File: src/rtl/l1_arb_pkg.sv
// l1_arb_pkg
//   Shared types and constants for the L1 -> MMU arbiter.
//   - LINE_W / ADDR_W : line and address widths of every MMU-side bus.
//   - arb_state_e     : arbiter FSM state (2-bit encoding).
//   - owner_e         : which L1 cache owns (or last won) the MMU port.
//   - rr_pick()       : round-robin tie-break; the requester that did not win last.
package l1_arb_pkg;

  localparam int LINE_W = 256;
  localparam int ADDR_W = 32;

  typedef enum logic [1:0] {
    ST_IDLE     = 2'd0,
    ST_GRANT_IC = 2'd1,
    ST_GRANT_DC = 2'd2,
    ST_DRAIN    = 2'd3
  } arb_state_e;

  typedef enum logic {
    OWNER_IC = 1'b0,
    OWNER_DC = 1'b1
  } owner_e;

  function automatic owner_e rr_pick(input owner_e last_owner);
    return (last_owner == OWNER_IC) ? OWNER_DC : OWNER_IC;
  endfunction

endpackage

File: src/rtl/arb_watchdog.sv
// arb_watchdog
//   Grant-duration watchdog for the MMU arbiter. Counts cycles spent in a
//   grant state and raises a sticky timeout flag once a single grant has
//   lasted TIMEOUT_CYCLES cycles. The counter saturates instead of wrapping.
// Ports:
//   sys_clk  : clock
//   rst      : synchronous active-high reset (clears counter and flag)
//   clear    : restart the count (asserted on the cycle before a grant begins)
//   count_en : high during every grant cycle
//   timeout  : sticky; high from the TIMEOUT_CYCLES-th grant cycle until rst
module arb_watchdog #(
  parameter int TIMEOUT_CYCLES = 4096
) (
  input  logic sys_clk,
  input  logic rst,
  input  logic clear,
  input  logic count_en,
  output logic timeout
);

  localparam int                CNT_W     = $clog2(TIMEOUT_CYCLES) + 1;
  localparam logic [CNT_W-1:0]  CNT_MAX   = '1;
  localparam logic [CNT_W-1:0]  CNT_LIMIT = CNT_W'(TIMEOUT_CYCLES - 1);

  logic [CNT_W-1:0] count_q;
  logic             flag_q;
  logic             at_limit;

  // The first grant cycle sees count 0, so the count equals the limit on the
  // TIMEOUT_CYCLES-th grant cycle; the flag is raised combinationally there
  // and the register keeps it afterwards. '>=' covers the saturated region.
  assign at_limit = count_en && (count_q >= CNT_LIMIT);
  assign timeout  = flag_q | at_limit;

  // NOTE: state registers use non-blocking (<=) so every flop samples the
  // pre-edge value; blocking here would create order-dependent simulation.
  always_ff @(posedge sys_clk) begin
    if (rst) begin
      count_q <= '0;
      flag_q  <= 1'b0;
    end else begin
      if (clear) begin
        count_q <= '0;
      end else if (count_en && (count_q != CNT_MAX)) begin
        count_q <= count_q + CNT_W'(1);
      end
      if (at_limit) begin
        flag_q <= 1'b1;
      end
    end
  end

endmodule

File: src/rtl/l1_mmu_arbiter.sv
// l1_mmu_arbiter
//   Shares the single MMU line-transfer port between the L1 icache and
//   dcache. Round-robin grant on ties, grant held until mmu_done, one DRAIN
//   cycle after every completion so a stale request level is never re-issued,
//   and a sticky watchdog flag for over-long grants.
// Ports:
//   sys_clk, rst                      : clock, synchronous active-high reset
//   ic_mmu_req_read/addr              : icache line read request (level)
//   ic_mmu_done, ic_mmu_read_data     : completion pulse / data to icache
//   dc_mmu_req_read/write/addr/write_data : dcache request (level)
//   dc_mmu_done, dc_mmu_read_data     : completion pulse / data to dcache
//   mmu_req_read/write/addr/write_data: request towards the MMU
//   mmu_done, mmu_read_data           : MMU completion pulse and read data
//   arb_timeout                       : sticky grant-timeout flag
module l1_mmu_arbiter
  import l1_arb_pkg::*;
#(
  parameter int TIMEOUT_CYCLES = 4096
) (
  input  logic              sys_clk,
  input  logic              rst,
  input  logic              ic_mmu_req_read,
  input  logic [ADDR_W-1:0] ic_mmu_req_addr,
  output logic              ic_mmu_done,
  output logic [LINE_W-1:0] ic_mmu_read_data,
  input  logic              dc_mmu_req_read,
  input  logic              dc_mmu_req_write,
  input  logic [ADDR_W-1:0] dc_mmu_req_addr,
  input  logic [LINE_W-1:0] dc_mmu_write_data,
  output logic              dc_mmu_done,
  output logic [LINE_W-1:0] dc_mmu_read_data,
  output logic              mmu_req_read,
  output logic              mmu_req_write,
  output logic [ADDR_W-1:0] mmu_req_addr,
  output logic [LINE_W-1:0] mmu_write_data,
  input  logic              mmu_done,
  input  logic [LINE_W-1:0] mmu_read_data,
  output logic              arb_timeout
);

  arb_state_e state_q, state_d;
  owner_e     last_owner_q, last_owner_d;
  owner_e     tie_winner;
  logic       ic_pend, dc_pend;
  logic       wd_clear, wd_count_en;

  assign ic_pend    = ic_mmu_req_read;
  assign dc_pend    = dc_mmu_req_read | dc_mmu_req_write;
  assign tie_winner = rr_pick(last_owner_q);

  // Read data goes to both caches unconditionally; only the owner's done
  // pulse tells a cache that the bus carries its data.
  assign ic_mmu_read_data = mmu_read_data;
  assign dc_mmu_read_data = mmu_read_data;

  always_ff @(posedge sys_clk) begin
    if (rst) begin
      state_q      <= ST_IDLE;
      last_owner_q <= OWNER_IC;
    end else begin
      state_q      <= state_d;
      last_owner_q <= last_owner_d;
    end
  end

  // NOTE: every output of this block gets a default before the case, so no
  // path leaves a signal unassigned and no latch is inferred.
  always_comb begin
    state_d        = state_q;
    last_owner_d   = last_owner_q;
    mmu_req_read   = 1'b0;
    mmu_req_write  = 1'b0;
    mmu_req_addr   = '0;
    mmu_write_data = '0;
    ic_mmu_done    = 1'b0;
    dc_mmu_done    = 1'b0;

    unique case (state_q)
      ST_IDLE: begin
        if (ic_pend && dc_pend) begin
          last_owner_d = tie_winner;
          state_d      = (tie_winner == OWNER_DC) ? ST_GRANT_DC : ST_GRANT_IC;
        end else if (ic_pend) begin
          state_d = ST_GRANT_IC;
        end else if (dc_pend) begin
          state_d = ST_GRANT_DC;
        end
      end

      ST_GRANT_IC: begin
        mmu_req_read = ic_mmu_req_read;
        mmu_req_addr = ic_mmu_req_addr;
        ic_mmu_done  = mmu_done;
        // Done wins over a simultaneous request drop.
        if (mmu_done) begin
          state_d = ST_DRAIN;
        end else if (!ic_pend) begin
          state_d = ST_IDLE;
        end
      end

      ST_GRANT_DC: begin
        mmu_req_read   = dc_mmu_req_read;
        mmu_req_write  = dc_mmu_req_write;
        mmu_req_addr   = dc_mmu_req_addr;
        mmu_write_data = dc_mmu_write_data;
        dc_mmu_done    = mmu_done;
        if (mmu_done) begin
          state_d = ST_DRAIN;
        end else if (!dc_pend) begin
          state_d = ST_IDLE;
        end
      end

      ST_DRAIN: begin
        // The just-completed cache may still hold its request this cycle.
        state_d = ST_IDLE;
      end

      default: begin
        state_d = ST_IDLE;
      end
    endcase

    // Reset drops the MMU request and swallows any in-flight done in the
    // same cycle rather than waiting for the state register to clear.
    if (rst) begin
      mmu_req_read   = 1'b0;
      mmu_req_write  = 1'b0;
      mmu_req_addr   = '0;
      mmu_write_data = '0;
      ic_mmu_done    = 1'b0;
      dc_mmu_done    = 1'b0;
    end
  end

  assign wd_count_en = (state_q == ST_GRANT_IC) || (state_q == ST_GRANT_DC);
  assign wd_clear    = (state_q == ST_IDLE) &&
                       ((state_d == ST_GRANT_IC) || (state_d == ST_GRANT_DC));

  arb_watchdog #(
    .TIMEOUT_CYCLES (TIMEOUT_CYCLES)
  ) u_watchdog (
    .sys_clk  (sys_clk),
    .rst      (rst),
    .clear    (wd_clear),
    .count_en (wd_count_en),
    .timeout  (arb_timeout)
  );

endmodule

File: config.mk
export PLATFORM = sky130hd
export DESIGN_NAME = l1_mmu_arbiter
export DESIGN_NICKNAME = d
export VERILOG_FILES = /design/src/rtl/l1_arb_pkg.sv /design/src/rtl/arb_watchdog.sv /design/src/rtl/l1_mmu_arbiter.sv
export SDC_FILE = /design/constraint.sdc
export NUM_CORES = 1
export LEC_CHECK = 0
export BUFFER_PORTS_ARGS = -buffer_cell sky130_fd_sc_hd__buf_2
export CAP_MARGIN = 10
export CELL_PAD_IN_SITES_DETAIL_PLACEMENT = 1
export CELL_PAD_IN_SITES_GLOBAL_PLACEMENT = 1
export CORE_AREA = 2 2 537 539
export CTS_CLUSTER_SIZE = 24
export DETAILED_ROUTE_END_ITERATION = 10
export DIE_AREA = 0 0 539 541
export PLACE_DENSITY_LB_ADDON = 0.1
export SLEW_MARGIN = 20
export SYNTH_ARGS = -nofsm -noshare
export SYNTH_HDL_FRONTEND = slang
export SYNTH_HIERARCHICAL = 1
export SYNTH_SLANG_ARGS = --single-unit
File: constraint.sdc
create_clock -name sys_clk -period 2.1 [get_ports sys_clk]
set_input_delay 0.315 -clock sys_clk [delete_from_list [all_inputs] [get_ports sys_clk]]
set_output_delay 0.315 -clock sys_clk [all_outputs]
set_load 0.1 [all_outputs]
==> results of run 1 <==
[tightest hold or removal path, stage by stage, from the launching register on]
cell and delay (ps):
dfxtp_1 300, inv_1 60, a21oi_1 50
[kinds of logic (layout without fill, tap and decap cells)]
kind of cell	after synthesis	in the layout
buffers and inverters	562	702
xor gates and xnor gates	3	3
AOI/OAI and AO/OA	70	70
adders and majority gates	4	4
and+or+nand+nor	339	339
DFF	17	17
muxes	1	1
other	0	13
[Yosys cell counts, drive strengths merged, types with 2 or more instances]
cell,number
nand2,10
o41ai,2
nor3,7
nor2,44
o31ai,2
a21oi,13
o21ai,5
dfxtp,17
ha,4
nand4,3
and2,258
nor4,2
a22oi,33
buf,544
a211oi,3
xor2,2
nand3,5
or4,2
clkbuf,12
inv,6
a21o,2
[worst paths after layout]
path | start | end | depth (start not counted)
worst max-delay path | state_q[0]$_SDFF_PP0_ | mmu_write_data[216] | 8
worst max register to register | state_q[1]$_SDFF_PP0_ | u_watchdog/count_q[7]$_SDFFE_PP0P_ | 6
worst min-delay path | u_watchdog/flag_q$_SDFFE_PP0P_ | u_watchdog/flag_q$_SDFFE_PP0P_ | 2
worst min register to register | u_watchdog/flag_q$_SDFFE_PP0P_ | u_watchdog/flag_q$_SDFFE_PP0P_ | 2
[layer usage]
| layer | vias to the layer above | GRT usage, % | wire [um] |
|---|---|---|---|
| met5 | - | 0.132 | 189 |
| met4 | 25 | 0.989 | 3810 |
| met3 | 433 | 8.84 | 30200 |
| met2 | 1302 | 13.7 | 57200 |
| met1 | 3381 | 11.2 | 57700 |
| li1 | 2907 | - | - |
[area by class of cell]
cell class / instances / area, um2 / area share (%)
inverter: 6 / 22.5 / 0.130
sequential: 17 / 343 / 1.99
clock buffer: 4 / 78.8 / 0.457
multi-input combinational: 417 / 3550 / 20.6
tap: 3781 / 4730 / 27.4
timing repair buffer: 692 / 8510 / 49.3
antenna: 13 / 32.5 / 0.188
[metrics by stage]
| step | cells | util (%) |
|---|---|---|
| detailed placement | 4889 | 5.77 |
| global placement | 4889 | 5.77 |
| floorplan | 996 | - |
| finish | 4930 | 6.03 |
| global route | 4919 | 6.02 |
| CTS | 4910 | 5.96 |
[what timing repair did]
action | CTS | global route
buffers inserted | 15 | 8
endpoints found under the setup margin | 269 | 290
resized for setup | 65 | 55
hold buffers | 0 | 0
pin swaps | 16 | 66
cloned | 4 | 5
[sequential cells by signal, indices dropped and copies added, names as in the netlist]
signal / cells
last_owner_q: 1
state_q: 2
u_watchdog/flag_q: 1
u_watchdog/count_q: 13
[report_power, final]
group / leakage (uW) / switching, uW / internal (uW) / total, uW
registers: 0.000138 / 27.7 / 361 / 388
clock network: 0.0000382 / 169 / 260 / 429
logic: 0.00566 / 9600 / 5220 / 14800
total: 0.00584 / 9800 / 5840 / 15600
==> impl_metrics.csv, run 1 <==
group,metric,value,unit
run_status,outcome,"complete, but fails checks",
run_status,violations,"negative setup slack",
timing,period_needed,2210,ps
critical_path,cp-end-kind,"output pin",
timing,worst_pin_slew,371,ps
yosys,synth_fp_nets,1582,
global_routing,grt_pass1_wl,170000,um
yosys,synth_top_area_share,49.8,%
clock_network,cts-htree-levels,1,
yosys,ys_ff_latch,17,
yosys,synth.avg_cell_area,7.77,um2
yosys,synthXorXnorAreaFrac,0.340,%
clock_network,clkTransAtPathRegs,60,ps
critical_path,slowest_stage,"dfxtp_2",
pwr,total_power,15600,uW
routing,drtAntennaViolNets,0,
routing,drtPass1Iterations,4,
finish,synthToLayoutAreaGrowth,123,%
floorplan,rows,197,
worst_hold_path,holdCritPathClass,"flip-flop to flip-flop",
timing,setup_viol,240,
global_routing,grt_pass1_vias,8338,
clock_network,cts.path.max_buffers,2,
global_routing,antenna_found_initial,210,
timing,rsz0062_at_grt,"true",
routing,wl_per_cell,30.2,um
yosys,yosysWarnings,6,
yosys,yosys-top-cells-area,"buf_4, and2_4, and2_1",
critical_path,worstSetupStartpointType,"flip-flop",
yosys,yosysTopAreaCell,"buf_4",
timing,hold_ws,459,ps
place,place_ws,41.8,ps
critical_path,worst_ep_required_time,1780,ps
yosys,synth_edf_count,0,
yosys,synth_top_family_by_area,"buffers and inverters",
job,maxCapViolations,0,
finish,layout.nets,1723,
clock_network,cts-root-buf,"clkbuf_16",
yosys,yosys-mux-area-fraction,0.129,%
timing,hold_viol,0,
global_routing,overflow,0,
routing,num_vias,8048,
global_routing,grt_max_degree,33,
pwr,ir_drop,0.310,mV
routing,wl,149000,um
yosys,yosysUniqueCellTypes,51,
yosys,async_flop_share,0,%
place,portBuffers,618,
finish,stdcell_area,0.0173,mm2
timing,fin_crit_sh,105,%
critical_path,worstPathCellList,"inv_2 > ha_4 > and2b_4 > buf_12 > buf_12 > buf_12 > and2_4 > buf_12",
finish,most-common-layout-cells,"buf_2, buf_12, and2_4, buf_4, nor2_4",
floorplan,die_h,541,um
timing,report.final.slew_viol_count,0,
floorplan,dieArea,0.292,mm2
timing,finClkSkew,2.43,ps
place,gp_congestion,0.708,
timing,fin_tns_setup,-9740,ps
floorplan,die_w,539,um
yosys,synth_fa_ha_area_share,0.647,%
routing,drt_iter0_markers,247,
yosys,ys_dominant_reg_cell,"dfxtp_1",
finish,fillCellCount,33872,
critical_path,slowest_delay,330,ps
clock_network,numCtsBuffers,3,
critical_path,path_delay_family,"buffers and inverters",
routing,drcViolationCount,0,
floorplan,io_pins,1387,
yosys,netlist_area,0.00774,mm2
critical_path,path_buf_inv,5,
place,dp.final_hpwl,140000,um
timing,relSlewSlack,74.6,%
clock_network,cts_tree,"done",
finish,drive_gt1_share,88.2,%
pwr,p_leak,0.00584,uW
timing,fmax,452,MHz
critical_path,rrSetupSlack,210,ps
finish,layout_commonest_cell,"buf_2",
yosys,synth_compound_gate_area_share,6.53,%
critical_path,crit_fanout,7,
critical_path,crit_top_cell,"buf_12",
pwr,p_per_area,906,mW/mm2
clock_network,cts.sinks,17,
timing,setup_slack,-113,ps
yosys,seq_area_frac_synth,4.40,%
routing,viasPerCell,1.63,
floorplan,core,0.286,mm2
yosys,synth_simple_gate_area_share,32.2,%
place,placed_area,0.0165,mm2
global_routing,grt_usage,9.78,%
yosys,synthCells,996,
critical_path,arrival,1900,ps
critical_path,critPathKind,"flip-flop to output pin",
clock_network,insertion_delay,260,ps
floorplan,start_util,2.70,%
(Power assumes the default switching activity.)
==> inputs of run 2 (changes only) <==
- clock period: 2.1 -> 2.4 ns (I/O delays scaled with it)
==> impl_metrics.csv, run 2 (synthesized netlist as in run 1, its figures left out) <==
group,metric,value,unit
worst_hold_path,hold_end,"u_watchdog/flag_q$_SDFFE_PP0P_",
worst_hold_path,hold-path-cell-count,2,
finish,top_regs,"u_watchdog/count_q x13, state_q x2",
critical_path,crit_fanout,15,
floorplan,die_w,539,um
place,dp.final_hpwl,135000,um
critical_path,r2r_cells,6,
floorplan,rows,197,
routing,drtPass1Iterations,4,
finish,synthToLayoutAreaGrowth,114,%
clock_network,cts-root-buf,"clkbuf_16",
clock_network,hold_buffers,0,
floorplan,core,0.286,mm2
clock_network,cts_tree,"done",
clock_network,cts.path.max_buffers,2,
timing,rsz0062_at_grt,"true",
floorplan,die_h,541,um
finish,seq_area,345,um2
pwr,ir_drop,0.222,mV
finish,layout_commonest_cell,"buf_2",
timing,fin_crit_sh,96.6,%
finish,fillCellCount,33980,
pwr,p_leak,0.00557,uW
timing,period_needed,2320,ps
global_routing,grt_usage,9.35,%
critical_path,cp-end-kind,"output pin",
run_status,outcome,"finished clean",
critical_path,r2r-start,"state_q[1]$_SDFF_PP0_",
routing,drt_iter0_markers,253,
global_routing,grt_max_degree,61,
critical_path,worstSetupStartpointType,"flip-flop",
critical_path,critPathKind,"flip-flop to output pin",
timing,report.final.slew_viol_count,0,
finish,multi_input_area,0.00314,mm2
pwr,p_per_area,769,mW/mm2
clock_network,clkTransAtPathRegs,60,ps
global_routing,grt_pass1_wl,163000,um
global_routing,antenna_found_initial,187,
clock_network,cts-htree-levels,1,
finish,largest_reg_flops,13,
finish,most-common-layout-cells,"buf_2, buf_12, and2_4, and2_1, nor2_1",
floorplan,io_pins,1387,
routing,num_vias,7958,
place,gp_congestion,0.716,
critical_path,timing.rr.end,"u_watchdog/count_q[7]$_SDFFE_PP0P_",
clock_network,insertion_delay,260,ps
finish,top_register,"u_watchdog/count_q",
routing,wl,145000,um
floorplan,dieArea,0.292,mm2
worst_hold_path,hold_path.startpoint,"u_watchdog/flag_q$_SDFFE_PP0P_",
place,post-place-cells,4869,
timing,fin_tns_setup,0,ps
timing,relSlewSlack,67.8,%
global_routing,grt_pass1_vias,8012,
timing,worst_pin_slew,471,ps
critical_path,arrival,1960,ps
timing,finClkSkew,5.15,ps
timing,fmax,431,MHz
timing,hold_viol,0,
global_routing,overflow,0,
finish,layout.cells.non_filler,4920,
routing,viasPerCell,1.62,
job,maxCapViolations,0,
routing,drcViolationCount,0,
place,portBuffers,618,
finish,layout.nets,1696,
finish,drive_gt1_share,79.8,%
clock_network,cts.sinks,17,
routing,wl_per_cell,29.5,um
routing,drtAntennaViolNets,0,
floorplan,start_util,2.70,%
worst_hold_path,holdCritPathClass,"flip-flop to flip-flop",
critical_path,worst_ep_required_time,2040,ps
critical_path,rrSetupSlack,540,ps
timing,setup_viol,0,
clock_network,numCtsBuffers,3,
==> run 2: cell count changes in the layout (fill, tap and decap cells not counted), moves of 7 or more <==
cell,delta
and2_1,+51
and2_4,-50
buf_12,-12
buf_4,-7
buf_8,-8
diode_2,+17
nor2_1,+31
nor2_4,-31
==> run 2: worst max-delay path by stage <==
stage / startpoint / to / slack [ps]
floorplan: state_q[1]$_SDFF_PP0_ / mmu_req_addr[10] / -330
finish: state_q[0]$_SDFF_PP0_ / mmu_write_data[40] / 80
global placement: state_q[1]$_SDFF_PP0_ / mmu_write_data[135] / 150
detailed placement: state_q[1]$_SDFF_PP0_ / mmu_write_data[40] / 130
global route: state_q[0]$_SDFF_PP0_ / mmu_write_data[25] / -9
CTS: state_q[0]$_SDFF_PP0_ / mmu_write_data[158] / -40
==> run 2: metal layers <==
layer / vias to the layer above / wire (um) / GRT usage (%)
li1: 2862 / - / -
met1: 3385 / 56100 / 10.6
met2: 1293 / 54300 / 12.7
met3: 382 / 30300 / 8.97
met4: 36 / 3800 / 1.17
met5: - / 389 / 0.625
==> run 2: metrics by stage <==
step                      utilization [%]  setup WS (ps)  total power, uW  cell area (um2)  hold slack, ps
final                                5.78           81.6            12700            16600             468
after global routing                 5.75          -9.04            13400            16500             521
after CTS                            5.62          -36.6            12600            16100             474
after detailed placement             5.58            131            12200            16000             462
after global placement               5.58            146            12200            16000             443
after floorplan                         -           -330            11200             7740             425
==> run 2: report_power, final <==
group / internal [uW] / switching [uW] / leakage [uW]
Combinational: 4060 / 7960 / 0.00540
Clock: 227 / 133 / 0.0000383
Sequential: 319 / 27.6 / 0.000139
Total: 4610 / 8120 / 0.00557
==> run 2: what timing repair did <==
item,in CTS,in global routing
setup endpoints to repair,203,181
buffers inserted,1,7
resized for setup,12,27
gates cloned,0,9
==> run 2: worst max-delay path, cell delays in order, from the launching register on <==
cell and delay [ps]:
dfxtp_2 330, inv_2 60, ha_2 170, and2b_4 180
buf_12 130, clkbuf_16 180, clkbuf_16 220, and2_4 210
buf_12 180
==> run 2: layout make-up <==
cell class	count	share of cell area, %
Sequential cell	17	2.09
Inverter	6	0.136
Multi-Input combinational cell	417	18.9
Tap cell	3781	28.6
Antenna cell	30	0.454
Timing Repair Buffer	665	49.3
Clock buffer	4	0.476
==> inputs of run 3 (changes only) <==
- clock period: 2.4 -> 2.5 ns (I/O delays scaled with it)
==> impl_metrics.csv, run 3 (synthesized netlist as in run 1, its figures left out) <==
group,metric,value,unit
clock_network,cts.path.max_buffers,2,
critical_path,crit_fanout,61,
clock_network,cts-root-buf,"clkbuf_16",
timing,fin_tns_setup,0,ps
floorplan,die_w,539,um
finish,drive_gt1_share,77.0,%
job,maxCapViolations,0,
timing,finClkSkew,3.56,ps
critical_path,timing.rr.end,"u_watchdog/count_q[6]$_SDFFE_PP0P_",
finish,most-common-layout-cells,"buf_2, buf_12, and2_4, and2_1, nor2_1",
floorplan,dieArea,0.292,mm2
finish,top_register,"u_watchdog/count_q",
global_routing,grt_pass1_wl,162000,um
critical_path,slowest_delay,310,ps
routing,wl_per_cell,28.9,um
critical_path,cp-end-kind,"output pin",
global_routing,overflow,0,
floorplan,core,0.286,mm2
place,gp_congestion,0.729,
routing,wl,142000,um
pwr,p_per_area,731,mW/mm2
place,portBuffers,618,
critical_path,crit_top_cell,"buf_12",
clock_network,insertion_delay,260,ps
global_routing,grt_usage,9.32,%
critical_path,critPathKind,"flip-flop to output pin",
worst_hold_path,hold_path.startpoint,"u_watchdog/flag_q$_SDFFE_PP0P_",
worst_hold_path,hold-path-cell-count,2,
clock_network,clkTransAtPathRegs,60,ps
critical_path,slowest_stage,"dfxtp_1",
worst_hold_path,hold_end,"u_watchdog/flag_q$_SDFFE_PP0P_",
critical_path,rrSetupSlack,450,ps
global_routing,grt_pass1_vias,7930,
timing,rsz0062_at_grt,"false",
routing,drcViolationCount,0,
timing,fin_crit_sh,95.0,%
clock_network,cts.sinks,17,
run_status,outcome,"finished clean",
timing,period_needed,2370,ps
critical_path,worstSetupStartpointType,"flip-flop",
finish,synthToLayoutAreaGrowth,110,%
critical_path,r2r_cells,8,
finish,layout.nets,1680,
routing,drtAntennaViolNets,0,
routing,drt_iter0_markers,233,
critical_path,r2r-start,"state_q[1]$_SDFF_PP0_",
worst_hold_path,holdCritPathClass,"flip-flop to flip-flop",
floorplan,io_pins,1387,
global_routing,grt_max_degree,62,
global_routing,antenna_found_initial,187,
clock_network,cts_tree,"done",
pwr,ir_drop,0.193,mV
finish,layout_commonest_cell,"buf_2",
critical_path,worst_ep_required_time,2120,ps
timing,fmax,421,MHz
floorplan,die_h,541,um
finish,final_core_util,5.68,%
clock_network,cts-htree-levels,1,
place,dp.final_hpwl,135000,um
timing,worst_pin_slew,507,ps
routing,drtPass1Iterations,4,
floorplan,rows,197,
timing,relSlewSlack,66.1,%
critical_path,arrival,2000,ps
timing,hold_viol,0,
routing,num_vias,7749,
finish,top_regs,"u_watchdog/count_q x13, state_q x2",
finish,largest_reg_flops,13,
timing,setup_viol,0,
floorplan,start_util,2.70,%
routing,viasPerCell,1.58,
critical_path,worstPathCellList,"inv_1 > ha_1 > and2b_4 > buf_12 > buf_16 > and2_2 > buf_12",
timing,report.final.slew_viol_count,0,
pwr,p_leak,0.00542,uW
clock_network,numCtsBuffers,3,
## run 3: changes by cell type in the layout (fill, tap and decap cells not counted), moves of 2 or more
cell,previous run,this run
clkbuf_16,12,6
diode_2,30,39
buf_16,5,2
and2_4,195,179
and2_1,55,78
buf_12,297,301
and2_2,8,1
buf_4,27,18
dfxtp_1,15,17
## run 3: layer usage
| layer | vias to the layer above | track usage, % | part of all wire, % |
|---|---|---|---|
| met5 | - | 0.312 | 0.19 |
| met4 | 34 | 1.13 | 2.5 |
| met3 | 388 | 8.86 | 21 |
| met2 | 1191 | 12.7 | 37 |
| met1 | 3292 | 10.6 | 39 |
| li1 | 2844 | - | - |
## run 3: cell type report
cell class | count | area, um2
Timing Repair Buffer | 649 | 7920
Sequential cell | 17 | 340
Multi-Input combinational cell | 417 | 3080
Tap cell | 3781 | 4730
Antenna cell | 39 | 97.6
Clock buffer | 4 | 78.8
Inverter | 6 | 22.5
Fill cell | 33982 | 270000
## run 3: timing repair
| item | in CTS | in global routing |
|---|---|---|
| setup buffers | 0 | 3 |
| endpoints found under the hold margin | 0 | 0 |
| hold buffers | 0 | 0 |
| gates cloned | 0 | 3 |
| setup endpoints to repair | 1 | 52 |
| gates resized for setup | 2 | 1 |
## run 3: worst max path at each step
stage / end / slack [ps] / start
3_3_place_gp: mmu_write_data[40] / 190 / rst
5_1_grt: mmu_req_addr[18] / 20 / state_q[0]$_SDFF_PP0_
6_report: mmu_write_data[40] / 130 / state_q[0]$_SDFF_PP0_
2_1_floorplan: mmu_req_addr[10] / -240 / state_q[1]$_SDFF_PP0_
3_5_place_dp: mmu_write_data[40] / 180 / rst
4_1_cts: mmu_write_data[21] / 20 / state_q[0]$_SDFF_PP0_
## run 3: critical path: cells and delay by family (launching register included)
kind	cells	cell delay [ps]
adder cells (fa/ha/maj)	1	170
AND/OR/NAND/NOR	2	470
flip-flops	1	310
buffers and inverters	4	660
## run 3: metrics by stage
step	cells	setup WS [ps]	instance area (um2)	hold WS [ps]	power (uW)
floorplan	996	-245	7740	425	10800
global placement	4864	193	16000	446	11700
detailed placement	4864	178	16000	458	11700
CTS	4868	20.5	16100	465	12100
global route	4874	15.5	16200	518	12500
finish	4913	125	16300	468	11900
## run 3: power breakdown
part           switching [uW]  total [uW]  internal, uW  leakage [uW]
Clock                     130         348           218     0.0000384
Sequential               15.2         315           300      0.000138
Combinational            7520       11200          3710       0.00524
Total                    7660       11900          4230       0.00542
